===== config.mk =====
export PLATFORM = sky130hd
export DESIGN_NAME = input_handshake
export DESIGN_NICKNAME = d
export VERILOG_FILES = /design/src/rtl/input_handshake.sv
export SDC_FILE = /design/constraint.sdc
export NUM_CORES = 1
export LEC_CHECK = 0
export CORE_ASPECT_RATIO = 1.2
export CORE_MARGIN = 4
export CORE_UTILIZATION = 44
export DETAILED_ROUTE_END_ITERATION = 10
export PLACE_DENSITY = 0.92
export SLEW_MARGIN = 20
export SYNTH_ARGS = -nofsm -noshare
export SYNTH_HDL_FRONTEND = slang
export SYNTH_SLANG_ARGS = --single-unit
export TNS_END_PERCENT = 30

===== constraint.sdc =====
create_clock -name clock -period 2.5 [get_ports clock]
set_input_delay 0.375 -clock clock [delete_from_list [all_inputs] [get_ports clock]]
set_output_delay 0.375 -clock clock [all_outputs]
set_load 0.05 [all_outputs]

===== src/rtl/input_handshake.sv =====
// Debounced "data ready" key captures 18 switches into a one-word buffer read by a stalling processor.
// Latency: button held from edge 1 -> data_valid after edge 3+DEBOUNCE_CYCLES; read consumes at the closing edge.
// Backpressure: wait_request stalls a reader while empty; a confirm into a full, unread buffer sets sticky overrun.
module input_handshake #(
    parameter int DEBOUNCE_CYCLES = 4
) (
    input  logic        clock,
    input  logic        reset,
    input  logic [17:0] switches,
    input  logic        confirm_button,
    input  logic        read_request,
    output logic [31:0] read_data,
    output logic        data_valid,
    output logic        wait_request,
    output logic        overrun,
    output logic [7:0]  read_count
);

    localparam int CW = $clog2(DEBOUNCE_CYCLES + 1);
    localparam logic [CW-1:0] CNT_LAST = CW'(DEBOUNCE_CYCLES - 1);

    typedef enum logic {
        EMPTY = 1'b0,
        FULL  = 1'b1
    } state_t;

    logic          sync1;
    logic          s;
    logic          db;
    logic          prev_db;
    logic [CW-1:0] cnt;
    logic          confirm;
    state_t        state;
    logic [17:0]   buffer;

    // Two-flop synchronizer bringing the asynchronous key into the clock domain.
    always_ff @(posedge clock) begin
        if (reset) begin
            sync1 <= 1'b0;
            s     <= 1'b0;
        end else begin
            sync1 <= confirm_button;
            s     <= sync1;
        end
    end

    // Debouncer: db follows s only after DEBOUNCE_CYCLES consecutive disagreeing cycles; prev_db delays db for edge detect.
    always_ff @(posedge clock) begin
        if (reset) begin
            db      <= 1'b0;
            prev_db <= 1'b0;
            cnt     <= '0;
        end else begin
            prev_db <= db;
            if (s == db) begin
                cnt <= '0;
            end else if (cnt == CNT_LAST) begin
                db  <= s;
                cnt <= '0;
            end else begin
                cnt <= cnt + CW'(1);
            end
        end
    end

    // Only the press (rising debounced level) is an event; release is ignored.
    assign confirm = db & ~prev_db;

    // Buffer FSM: capture on confirm, consume on read, flag confirms that arrive while an unread word is held.
    always_ff @(posedge clock) begin
        if (reset) begin
            state      <= EMPTY;
            buffer     <= '0;
            overrun    <= 1'b0;
            read_count <= '0;
        end else begin
            case (state)
                EMPTY: begin
                    if (confirm) begin
                        buffer <= switches;
                        state  <= FULL;
                    end
                end
                FULL: begin
                    if (read_request) begin
                        read_count <= read_count + 8'd1;
                        if (confirm) begin
                            // Old word leaves and new word lands at the same edge, so nothing is lost.
                            buffer <= switches;
                        end else begin
                            state <= EMPTY;
                        end
                    end else if (confirm) begin
                        overrun <= 1'b1;
                    end
                end
                default: state <= EMPTY;
            endcase
        end
    end

    assign data_valid   = (state == FULL);
    assign read_data    = {14'b0, buffer};
    assign wait_request = read_request & (state == EMPTY);

endmodule


==> flow_metrics.py <==
metrics = {
    "status": {
        "outcome": "finished clean",
    },
    "floorplanning": {
        "die_h_um": 71.1,
        "core_area_um2": 3140,
        "top_level_ports": 65,
        "fp-row-count": 22,
        "die_w_um": 60.6,
        "design.die.area_um2": 4310,
        "start_util": 0.466,
    },
    "synthesis": {
        "synth_edf_count": 0,
        "ys.flop_type": "dfxtp_1",
        "synth-seq-area-share": 0.479,
        "synth_top_family_by_area": "simple AND/OR/NAND/NOR gates",
        "synth.distinct_cells": 27,
        "ys_warn_count": 0,
        "ys_ff_latch": 35,
        "synth_xor_xnor_area_share": 0.0180,
        "syn_inst": 169,
        "synth_mux_area_frac": 0.00685,
        "yosys.area_share.simple": 0.181,
        "synthAdderAreaFrac": 0.0257,
        "synth_compound_area_frac": 0.171,
        "synthArstFlopShare": 0,
        "avgSynthCellArea_um2": 8.65,
        "synthesis.area_um2": 1460,
    },
    "worst_setup_path": {
        "r2r_end": "buffer[3]",
        "crit_chain": "clkdlybuf4s50_1",
        "critPathCaptureType": "output port",
        "r2r_setup_slack_ns": 0.90,
        "cpLargestDelayFamily": "buffers and inverters",
        "cpPeakStageDelay_ns": 0.86,
        "r2r_start": "db",
        "path_max_fanout": 9,
        "cp-start-kind": "flip-flop",
        "crit_cells": 1,
        "reg2reg_depth": 4,
        "slowest_stage": "clkdlybuf4s50_1",
        "cp.arrival_ns": 1.67,
        "critical_path_class": "reg -> out",
        "cp.required_ns": 2.12,
        "worst-path-buf-inv": 1,
    },
    "global_routing": {
        "grt_first_pass_wirelength_um": 5650,
        "grt_pass1_vias": 1273,
        "grt_usage": 0.171,
        "grt_max_degree": 20,
        "antenna_found_initial": 0,
        "grt_overflow": 0,
    },
    "route": {
        "viasPerCell": 5.20,
        "wl_per_cell_um": 13.6,
        "drcViolationCount": 0,
        "wirelength_um": 3450,
        "routed.top_layer": "met4",
        "drtAntennaViolNets": 0,
        "vias": 1322,
        "drt-initial-drc-count": 63,
        "wl_met1_um": 1440,
        "firstDrtPassIters": 4,
        "met2_length_um": 1730,
        "wl_met3_um": 221,
    },
    "finish": {
        "drive_above_1_share": 0.0734,
        "final_net_count": 243,
        "final_util": 0.633,
        "nFillCells": 292,
        "n_antenna_cell": 0,
        "instances_no_fill": 254,
        "syn2layout_area_growth_pct": 35.9,
        "final_cell_mix": "clkdlybuf4s50_1, dfxtp_1, a21oi_1",
        "final_common_cell": "clkdlybuf4s50_1",
        "stdcell_area_um2": 1990,
    },
    "worst_hold_path": {
        "hold_end": "cnt[0]",
        "hold_path_class": "reg -> reg",
        "whs_path_depth": 1,
        "min-delay-start": "cnt[0]",
    },
    "clock_tree": {
        "cts.clk_slew.worst_paths_ns": 0.10,
        "cts.repair.resized": 0,
        "post_cts_buffers": 0,
        "cts_sinks": 35,
        "htreeDepth": 2,
        "numCtsBuffers": 5,
        "ctsHoldBuffers": 0,
        "clock_path_buffers": 2,
        "cts_tree": "yes",
        "clock_latency_ns": 0.33,
        "root_buffer": "clkbuf_4",
    },
    "timing": {
        "fin_crit_sh": 0.819,
        "worst_pin_slew_ns": 0.687,
        "hold_viol_final": 0,
        "final-setup-viol-count": 0,
        "clock_skew_ns": 0.00635,
        "drv_slew": 0,
        "maxSlewHeadroom": 0.541,
        "clock.fmax_ghz": 0.488,
        "period_minus_slack_ns": 2.05,
        "setup_tns_ns": 0,
        "grt_setup_unrepaired": "no",
    },
    "place": {
        "dp.final_hpwl_um": 2440,
        "placed_cells": 247,
        "io_buffers": 50,
        "place_congestion": 0.766,
        "post_dp_cell_area_um2": 1930,
    },
    "pwr": {
        "p_per_area_nw_per_um2": 487,
        "ir_worst_vdd_mv": 0.379,
        "power.leakage_nw": 0.694,
        "power.total_uw": 968,
    },
    "run": {
        "maxCapViolCount": 0,
    },
}
worst max-delay path by stage:
stage	from	endpoint	slack, ns
detailed placement	read_request	read_count[7]	0.58
floorplan	data_valid	buffer[0]	0.86
global route	data_valid	data_valid	0.37
finish	data_valid	data_valid	0.45
CTS	data_valid	data_valid	0.43
global placement	read_request	read_count[5]	0.66
sequential cells by signal, indices dropped and copies added (netlist names):
name,flops
s,1
cnt,3
db,1
sync1,1
overrun,1
read_count,8
prev_db,1
buffer,18
data_valid,1
per-layer routing:
layer / up-vias / GRT usage
li1: 655 / -
met1: 618 / 0.195
met2: 42 / 0.282
met3: 7 / 0.0511
met4: 0 / 0.0867
met5: - / 0
cell usage after synthesis (3+ instances only):
cell | instances | area (um2)
dfxtp_1 | 35 | 701
a21oi_1 | 26 | 130
nand3_1 | 21 | 105
o21ai_0 | 20 | 100
buf_4 | 14 | 105
nor2_1 | 7 | 26.3
buf_2 | 5 | 25.0
clkbuf_1 | 5 | 18.8
nor2b_1 | 5 | 31.3
inv_1 | 4 | 15.0
ha_1 | 3 | 37.5
nand2_1 | 3 | 11.3
or3_1 | 3 | 18.8
layout make-up:
cell class / count / area (um2) / area share
Tap cell: 36 / 45.0 / 0.0227
Inverter: 4 / 15.0 / 0.00756
Clock buffer: 6 / 51.3 / 0.0258
Multi-Input combinational cell: 118 / 641 / 0.323
Clock inverter: 1 / 5.00 / 0.00252
Sequential cell: 35 / 701 / 0.353
Timing Repair Buffer: 54 / 528 / 0.266
worst reg2reg max path: stages (launching register included):
cell	delay, ns
dfxtp_1	0.40
nor2b_1	0.59
buf_4	0.30
nand3_1	0.10
a21oi_1	0.14
logic make-up (layout without fill, tap and decap cells):
logic type,after synthesis,count (layout)
adder cells (fa/ha/maj),3,3
flip-flops,35,35
buffers and inverters,29,65
multiplexers,1,1
AND/OR/NAND/NOR,48,48
XOR/XNOR,3,3
AO/OA/AOI/OAI,49,49
other,1,14
report_power, final:
part	total, mW	internal (mW)	switching, mW
logic	0.0986	0.0332	0.0654
registers	0.560	0.559	0.000841
clock network	0.309	0.130	0.179
stage by stage:
| step | worst slack [ns] | hold slack [ns] |
|---|---|---|
| after floorplan | 0.859 | 0.399 |
| after global placement | 0.658 | 0.409 |
| after detailed placement | 0.579 | 0.426 |
| after CTS | 0.435 | 0.442 |
| after global routing | 0.369 | 0.454 |
| final | 0.451 | 0.435 |
No activity file was read; power rests on OpenSTA's default activity.
